===== src/rtl/uart_cmd_pkg.sv =====
// Shared constants, opcodes and state encodings for the UART command receiver.
// Imported by uart_rx_core and uart_cmd_rx.
package uart_cmd_pkg;

  localparam logic [7:0] UART_SYNC_BYTE = 8'hA5;

  localparam logic [7:0] CMD_START  = 8'h01;
  localparam logic [7:0] CMD_STOP   = 8'h02;
  localparam logic [7:0] CMD_RESEND = 8'h03;
  localparam logic [7:0] CMD_STATUS = 8'h04;

  typedef enum logic [1:0] {
    RX_IDLE,
    RX_START,
    RX_DATA,
    RX_STOP
  } rx_state_t;

  typedef enum logic [1:0] {
    P_SYNC,
    P_OP,
    P_ARG,
    P_CSUM
  } p_state_t;

  function automatic int unsigned clks_per_bit(
    input int unsigned clk_hz,
    input int unsigned baud
  );
    return clk_hz / baud;
  endfunction

endpackage


===== src/rtl/uart_rx_core.sv =====
// 8N1 byte receiver: 2-FF synchronizer, start/data/stop FSM.
// Ports: clk, rst (sync, active-high), rx in; byte_valid, byte_data, frame_err out.
module uart_rx_core
  import uart_cmd_pkg::*;
#(
  parameter int unsigned CLKS_PER_BIT = 868
) (
  input  logic       clk,
  input  logic       rst,
  input  logic       rx,
  output logic       byte_valid,
  output logic [7:0] byte_data,
  output logic       frame_err
);

  localparam int unsigned HALF = CLKS_PER_BIT / 2;
  localparam int unsigned CW = $clog2(CLKS_PER_BIT + 1);

  logic          rx_m;
  logic          rx_s;
  rx_state_t     state;
  rx_state_t     state_n;
  logic [CW-1:0] cnt;
  logic [CW-1:0] cnt_n;
  logic [2:0]    bit_idx;
  logic [2:0]    bit_n;
  logic [7:0]    shreg;
  logic [7:0]    sh_n;
  logic          brk;
  logic          brk_n;
  logic          bv_n;
  logic [7:0]    data_n;
  logic          fe_n;

  always_ff @(posedge clk) begin
    if (rst) begin
      rx_m       <= 1'b1;
      rx_s       <= 1'b1;
      state      <= RX_IDLE;
      cnt        <= '0;
      bit_idx    <= '0;
      shreg      <= '0;
      brk        <= 1'b0;
      byte_valid <= 1'b0;
      byte_data  <= '0;
      frame_err  <= 1'b0;
    end else begin
      rx_m       <= rx;
      rx_s       <= rx_m;
      state      <= state_n;
      cnt        <= cnt_n;
      bit_idx    <= bit_n;
      shreg      <= sh_n;
      brk        <= brk_n;
      byte_valid <= bv_n;
      byte_data  <= data_n;
      frame_err  <= fe_n;
    end
  end

  always_comb begin
    state_n = state;
    cnt_n   = cnt;
    bit_n   = bit_idx;
    sh_n    = shreg;
    brk_n   = brk;
    bv_n    = 1'b0;
    data_n  = byte_data;
    fe_n    = 1'b0;
    unique case (state)
      RX_IDLE: begin
        if (!rx_s) begin
          state_n = RX_START;
          cnt_n   = CW'(HALF - 1);
        end
      end
      RX_START: begin
        if (cnt != '0) begin
          cnt_n = cnt - 1'b1;
        end else if (rx_s) begin
          // line rose before mid-start: glitch
          state_n = RX_IDLE;
        end else begin
          state_n = RX_DATA;
          cnt_n   = CW'(CLKS_PER_BIT - 1);
          bit_n   = '0;
        end
      end
      RX_DATA: begin
        if (cnt != '0) begin
          cnt_n = cnt - 1'b1;
        end else begin
          sh_n  = {rx_s, shreg[7:1]};
          cnt_n = CW'(CLKS_PER_BIT - 1);
          bit_n = bit_idx + 1'b1;
          if (bit_idx == 3'd7) begin
            state_n = RX_STOP;
          end
        end
      end
      RX_STOP: begin
        if (brk) begin
          // break: hold until the line idles again
          if (rx_s) begin
            brk_n   = 1'b0;
            state_n = RX_IDLE;
          end
        end else if (cnt != '0) begin
          cnt_n = cnt - 1'b1;
        end else if (rx_s) begin
          bv_n    = 1'b1;
          data_n  = shreg;
          state_n = RX_IDLE;
        end else begin
          fe_n  = 1'b1;
          brk_n = 1'b1;
        end
      end
      default: state_n = RX_IDLE;
    endcase
  end

endmodule


===== src/rtl/uart_cmd_rx.sv =====
// UART command receiver: bytes from uart_rx_core parsed into SYNC/OP/ARG[4]/CSUM frames.
// Ports: iClk_100MHz, iRst, iRx in; byte, command and error pulses out.
// Optional inter-byte timeout compiled in with UART_CMD_TIMEOUT_EN.
module uart_cmd_rx
  import uart_cmd_pkg::*;
#(
  parameter int unsigned CLK_FREQ       = 100_000_000,
  parameter int unsigned BAUD_RATE      = 115_200,
  parameter logic [7:0]  SYNC_BYTE      = UART_SYNC_BYTE,
  parameter int unsigned TIMEOUT_CYCLES = 1_000_000
) (
  input  logic        iClk_100MHz,
  input  logic        iRst,
  input  logic        iRx,
  output logic        oByteValid,
  output logic [7:0]  oByteData,
  output logic        oCmdValid,
  output logic [7:0]  oCmdOpcode,
  output logic [31:0] oCmdArg,
  output logic        oFrameErr,
  output logic        oChecksumErr,
  output logic        oTimeoutErr
);

  localparam int unsigned CPB = clks_per_bit(CLK_FREQ, BAUD_RATE);

  uart_rx_core #(
    .CLKS_PER_BIT(CPB)
  ) u_core (
    .clk       (iClk_100MHz),
    .rst       (iRst),
    .rx        (iRx),
    .byte_valid(oByteValid),
    .byte_data (oByteData),
    .frame_err (oFrameErr)
  );

  p_state_t    p_state;
  p_state_t    p_n;
  logic [1:0]  idx;
  logic [1:0]  idx_n;
  logic [7:0]  csum;
  logic [7:0]  csum_n;
  logic [7:0]  op;
  logic [7:0]  op_n;
  logic [31:0] arg;
  logic [31:0] arg_n;
  logic        cv_n;
  logic [7:0]  cop_n;
  logic [31:0] carg_n;
  logic        ce_n;
  logic        to_n;
  logic        timed_out;

`ifdef UART_CMD_TIMEOUT_EN
  localparam int unsigned GW = $clog2(TIMEOUT_CYCLES + 1);

  logic [GW-1:0] gap;

  assign timed_out = (gap == GW'(TIMEOUT_CYCLES));

  always_ff @(posedge iClk_100MHz) begin
    if (iRst || oByteValid || p_state == P_SYNC) begin
      gap <= '0;
    end else if (!timed_out) begin
      gap <= gap + 1'b1;
    end
  end

  always_ff @(posedge iClk_100MHz) begin
    if (iRst) begin
      oTimeoutErr <= 1'b0;
    end else begin
      oTimeoutErr <= to_n;
    end
  end
`else
  assign timed_out   = 1'b0;
  assign oTimeoutErr = 1'b0;
`endif

  always_ff @(posedge iClk_100MHz) begin
    if (iRst) begin
      p_state      <= P_SYNC;
      idx          <= '0;
      csum         <= '0;
      op           <= '0;
      arg          <= '0;
      oCmdValid    <= 1'b0;
      oCmdOpcode   <= '0;
      oCmdArg      <= '0;
      oChecksumErr <= 1'b0;
    end else begin
      p_state      <= p_n;
      idx          <= idx_n;
      csum         <= csum_n;
      op           <= op_n;
      arg          <= arg_n;
      oCmdValid    <= cv_n;
      oCmdOpcode   <= cop_n;
      oCmdArg      <= carg_n;
      oChecksumErr <= ce_n;
    end
  end

  always_comb begin
    p_n    = p_state;
    idx_n  = idx;
    csum_n = csum;
    op_n   = op;
    arg_n  = arg;
    cv_n   = 1'b0;
    cop_n  = oCmdOpcode;
    carg_n = oCmdArg;
    ce_n   = 1'b0;
    to_n   = 1'b0;
    if (oFrameErr) begin
      p_n = P_SYNC;
    end else if (oByteValid) begin
      unique case (p_state)
        P_SYNC: begin
          if (oByteData == SYNC_BYTE) begin
            p_n = P_OP;
          end
        end
        P_OP: begin
          op_n   = oByteData;
          csum_n = oByteData;
          idx_n  = '0;
          p_n    = P_ARG;
        end
        P_ARG: begin
          arg_n[{idx, 3'b000} +: 8] = oByteData;
          csum_n = csum ^ oByteData;
          idx_n  = idx + 1'b1;
          if (idx == 2'd3) begin
            p_n = P_CSUM;
          end
        end
        P_CSUM: begin
          if (oByteData == csum) begin
            cv_n   = 1'b1;
            cop_n  = op;
            carg_n = arg;
          end else begin
            ce_n = 1'b1;
          end
          p_n = P_SYNC;
        end
        default: p_n = P_SYNC;
      endcase
    end else if (timed_out && p_state != P_SYNC) begin
      // a byte arriving this cycle takes priority over the timeout
      p_n  = P_SYNC;
      to_n = 1'b1;
    end
  end

endmodule


===== config.mk =====
export PLATFORM = sky130hd
export DESIGN_NAME = uart_cmd_rx
export DESIGN_NICKNAME = d
export VERILOG_FILES = /design/src/rtl/uart_cmd_pkg.sv /design/src/rtl/uart_rx_core.sv /design/src/rtl/uart_cmd_rx.sv
export SDC_FILE = /design/constraint.sdc
export NUM_CORES = 1
export LEC_CHECK = 0
export CAP_MARGIN = 5
export CORE_MARGIN = 2
export CORE_UTILIZATION = 57
export CTS_BUF_LIST = sky130_fd_sc_hd__clkbuf_4 sky130_fd_sc_hd__clkbuf_8 sky130_fd_sc_hd__clkbuf_16
export CTS_CLUSTER_SIZE = 20
export DETAILED_ROUTE_END_ITERATION = 8
export PLACE_DENSITY = 0.83
export SLEW_MARGIN = 15
export SYNTH_ARGS = -nofsm -noshare
export SYNTH_HDL_FRONTEND = slang
export SYNTH_SLANG_ARGS = --single-unit

===== constraint.sdc =====
create_clock -name iClk_100MHz -period 2.91 [get_ports iClk_100MHz]
set_clock_uncertainty 0.05 [all_clocks]
set_input_delay 0.582 -clock iClk_100MHz [delete_from_list [all_inputs] [get_ports iClk_100MHz]]
set_output_delay 0.582 -clock iClk_100MHz [all_outputs]
set_load 0.005 [all_outputs]

Yosys cells after proc, flatten, opt, wreduce, memory -nomap -nowiden
Index checks and enable logic that the tools add are counted.
W data, S select, Z words.

cells by class
  add/sub/neg operators = 4
  eq/ne operators = 21
  shift operators = 2
  mux-type cells = 32
  bitwise gates (word level) = 7
  reduce and logical (&&, ||, !) cells = 19

operators with widths
  operator                  number
  $mux W10                  6
  $pmux W10 S4              1
  $bwmux W32                1
  $shift A8 B7 Y32 const A  1
  $shiftx A8 B7 Y32         1
  $mux W2                   10
  $pmux W2 S4               2
  $pmux W8 S2               1
  $reduce_and A4 Y1         4
  $ne A2 B2 Y1 const B      7
  $reduce_and A3 Y1         4
  $eq A2 B2 Y1 const B      5
  $reduce_bool A10 Y1       1
  $sub A10 B1 Y10 const B   1
  $mux W3                   3
  $eq A8 B8 Y1              1
  $eq A8 B8 Y1 const B      1
  $reduce_or A4 Y1          2
  $xor A8 B8 Y8             1
  $neg A5 Y7                1
  $mux W1                   6
  $not A1 Y1                6
  $pmux W3 S2               1
  $reduce_and A5 Y1         1
  13 further kinds          17

word-level totals
  bits in registers = 130
  bits of input ports = 3
  output and inout bits = 53
  logic and storage cells = 104

Longest topological paths before layout
  word-level depth = 4
  mapped depth = 8

Hierarchy
From an unflattened synthesis, not the netlist that was laid out.

second synthesis, totals
  cells, all modules = 690
  area, all modules = 6057.1 µm²

by module, submodules not included
  module        instances  cells an instance  area each (µm²)  sequential area each (µm²)
  uart_cmd_rx   1          480                4306.6           1881.8
  uart_rx_core  1          210                1750.4           720.7

Least setup slack after synthesis
No wires, ideal clock.

  path type = reg-to-reg
  from = register u_core.cnt[0]
  to = register u_core.state[0]
  data arrival time = 2.150 ns
  data required time = 2.790 ns
  slack = 0.639 ns
  cell stages (with the launch flop) = 8
  buffers on the path = 1
  clock period less this slack = 2.271 ns
  cells stage by stage = dfxtp_1 -> inv_1 -> ha_1 -> or4b_1 -> buf_2 -> o311a_1 -> or4_1 -> a21oi_1

on the way
  longest elaborated chain between the ends = 3
  elaborated cells on any way between the ends = 5

RTL lines
  item                                                                  RTL line                                                     RTL
  start: declaration                                                    uart_rx_core.sv:23                                           logic [CW-1:0] cnt;
  start signal: assignment                                              uart_rx_core.sv:51                                           cnt <= cnt_n;
  $reduce_bool A10 Y1 *                                                 uart_rx_core.sv:78, uart_rx_core.sv:90, uart_rx_core.sv:108
  $ne A3 B2 Y1 (no source line) / $ne A2 B2 Y1 (equally long branches)  --
  $reduce_and A5 Y1 (no source line) *                                  --
  end signal: assignment                                                uart_rx_core.sv:50                                           state <= state_n;
  end: declaration                                                      uart_rx_core.sv:21                                           rx_state_t state;

Every way passes the cells marked *; elsewhere a longest branch is shown, timed or not.
A chain may end at the register's enable or synchronous reset.

Worst setup path after layout
Same ends and word-level chain as after synthesis.

==> summary.md <==
| Metric | Value |
|---|---|
| Crit path buf inv count | 1 |
| Net Sw Frac | 25.2% |
| GRT overflow | 0 |
| XOR/XNOR Fraction of Synth Area | 1.17% |
| CTS Buffer Depth | 2 |
| Worst-margin pin slew | 0.794 ns |
| Clock slew at reported path FFs | 0.06 ns |
| Initial antenna violation count | 0 |
| CTS HTree Levels | 4 |
| Cell family with most CP delay | simple AND/OR/NAND/NOR gates |
| Synth Area in Compound Gates | 20.7% |
| Synth area leader | dfxtp_1 |
| Seq/Total Area, Yosys | 43.5% |
| Area grow syn2layout | 20.1% |
| Top cells by count, synth | dfxtp_1, a21oi_1, nand2_1 |
| Final min period | 2.48 ns |
| Number of global-route vias before repair | 5172 |
| IR Drop Worst-Case VDD | 412 uV |
| Cell Rows | 37 |
| Post-Synth Simple-Gate Area | 21.8% |
| Die X | 106 um |
| Main flop type after synthesis | dfxtp_1 |
| Most frequent cell after synthesis | dfxtp_1 |
| Post-cts hold buffer count | 0 |
| Pre-CTS WS | 0.463 ns |
| Syn_area_per_cell | 8.33 sq um |
| Via count | 5607 |
| Worst slew margin | 47.0% |
| Critical path class | reg2reg |
| Core Box Area | 10300 sq um |
| Nets | 759 |
| Main combinational cell family by area after synthesis | simple AND/OR/NAND/NOR gates |
| CTS root buf | clkbuf_8 |
| Synth top area cells | dfxtp_1, a21oi_1, o31ai_1 |
| Setup violations, final | 0 |
| Sink Count | 130 |
| Max-slew violations | 0 |
| Global Route Usage Sum | 27.5% |
| Post-synthesis mux area share | 2.84% |
| Int Power | 3370 uW |
| Global-route wire length before repair | 24900 um |
| Routed length per instance | 17.3 um |
| Slowest-stage cell, CP | or4b_1 |
| Mapped Nets | 740 |
| Max-cap violations | 0 |
| Psw | 1130 uW |
| DIE AREA | 11300 sq um |
| CP endpoint kind | flip-flop |
| Fin crit share | 85.1% |
| Yosys top cell area share | 43.5% |
| Die Ht | 106 um |
| CP Max Fanout | 6 |
| I/O Pins | 56 |
| Largest net degree at the start of global routing | 47 |
| Clock latency on the worst-skew pair | 0.53 ns |
| CTS resizes | 0 |
| ANT cells | 0 |
| Cell chain of the critical path | inv_1, ha_1, or4b_1, o311a_1, or4_1, a21oi_1 |
| Setup Buffers After CTS | 0 |
| Unrepaired setup endpoints after global routing | no |
| Final Worst Setup Slack | 0.433 ns |
| Detail Route Antenna Nets | 0 |
| DR vias/cell | 6.33 |
| Crit-path max cell delay | 0.60 ns |
| CTS Buf Count | 17 |
| Setup_tns | 0 ns |
| Clock network power share | 49.9% |
| Crit start category | flip-flop |
| Routed WL | 15400 um |
| Share of layout cells above drive strength 1 | 8.80% |
| Gate power share | 9.2% |
| Synth Warn # | 0 |
| Leak | 0.00235 uW |
| CP arrival | 2.89 ns |
| Seq pwr share | 40.9% |
| Routability cong. | 0.850 |
| Power Density | 626 nW/um^2 |
| Drt pass-1 iters | 8 |
| Synth Register Bits | 130 |
| Post-Synthesis Cell Area | 5980 sq um |
| EDFF count, synth | 0 |
| Post-route DRC violation count | 0 |
| Fmax | 404 MHz |
| Final hold violations | 0 |
| Status | finished clean |
| Post-synth ARST share | 0% |
| Initial core utilization | 58.2% |
| Post-synthesis cell count | 718 |
| CTS tree | yes |
| Port bufs | 54 |
| Post-synthesis cell type count | 52 |
| CP Data Required Time | 3.32 ns |
| HPWL Detailed | 9780 um |
| Worst hold path class | reg2reg |
| Post-Synth Adder-Cell Area | 3.97% |
| Initial drt markers | 479 |
-- worst register-to-register path: stages (launching register included) --
cell and delay (ns):
dfxtp_1 0.34, inv_1 0.08, ha_1 0.22, or4b_1 0.60, o311a_1 0.44, or4_1 0.54, a21oi_1 0.15
-- power by group through the flow --
stage | clock, uW | sequential (uW) | combinational (uW)
global placement | 0 | 1880 | 401
detailed placement | 0 | 1880 | 407
finish | 2250 | 1840 | 416
floorplan | 0 | 1860 | 311
CTS | 2250 | 1840 | 409
global route | 2330 | 1840 | 456
-- per-layer routing --
layer  up-vias  global-route usage, %  share of wire, %
met4         0                   10.4               2.3
met2       251                   47.9                50
met5         -                      0                 0
met1      2660                   33.2                40
li1       2652                      -                 -
met3        44                   5.89               7.1
-- final cells by class --
cell class,instances,area [sq um]
multi-input combinational,496,3030
sequential,130,2600
fill,786,3090
timing repair buffer,74,701
clock inverter,14,199
clock buffer,18,422
tap,136,170
inverter,18,67.6
-- flip-flops by register name (all words and copies together) (netlist names), 2 cells and up, named ones only --
register and cells:
oCmdOpcode 8, csum 8, u_core.bit_idx 3, oCmdArg 32, u_core.cnt 10, idx 2
u_core.shreg 8, u_core.byte_data 8, arg 32, p_state 2, op 8
-- cell usage in the layout, fill, tap and decap left out, types with 3 or more instances in the layout --
| cell | count |
|---|---|
| dfxtp_1 | 130 |
| a21oi_1 | 108 |
| nand2_1 | 87 |
| nand3_1 | 55 |
| clkdlybuf4s50_1 | 53 |
| nand4_1 | 46 |
| o31ai_1 | 46 |
| buf_4 | 20 |
| ha_1 | 19 |
| inv_1 | 17 |
| mux2i_1 | 17 |
| clkbuf_16 | 16 |
| o21ai_0 | 12 |
| nor2_1 | 11 |
| nor2b_1 | 10 |
| xnor2_1 | 8 |
| nor3_1 | 6 |
| a31oi_1 | 6 |
| and3_1 | 5 |
| inv_6 | 5 |
| or2_2 | 4 |
| nor3b_1 | 4 |
| a211o_1 | 4 |
| nor4_1 | 4 |
| clkinvlp_4 | 4 |
| bufinv_16 | 4 |
| and4_1 | 3 |
| and2_1 | 3 |
| a211oi_1 | 3 |
| o311ai_0 | 3 |
-- through the flow --
step | util (%) | total power (uW) | cells | hold WS (ns) | instance area [sq um]
CTS | 69.9 | 4500 | 886 | 0.372 | 7190
finish | 69.9 | 4500 | 886 | 0.367 | 7190
global route | 69.9 | 4630 | 886 | 0.389 | 7190
floorplan | - | 2170 | 718 | 0.339 | 5980
global placement | 63.9 | 2280 | 854 | 0.348 | 6570
detailed placement | 63.9 | 2280 | 854 | 0.356 | 6570
-- logic make-up after synthesis --
logic type,Yosys count
adders and majority gates,19
muxes,17
other,1
DFF,130
AOI/OAI and AO/OA,199
and+or+nand+nor,252
buffers and inverters,92
xor gates and xnor gates,8
-- worst paths after layout --
kind,from,end,slack (ns),cells past startpoint
worst max-delay path,u_core.cnt[0]$_SDFFE_PP0P_,u_core.state[0]$_SDFFE_PP0P_,0.43,6
worst min-delay path,u_core.rx_m$_SDFF_PP1_,u_core.rx_s$_SDFF_PP1_,0.37,1
worst max register to register,u_core.cnt[0]$_SDFFE_PP0P_,u_core.state[0]$_SDFFE_PP0P_,0.43,6
worst min register to register,u_core.rx_m$_SDFF_PP1_,u_core.rx_s$_SDFF_PP1_,0.37,1
Power figures use the tool's default switching activity.
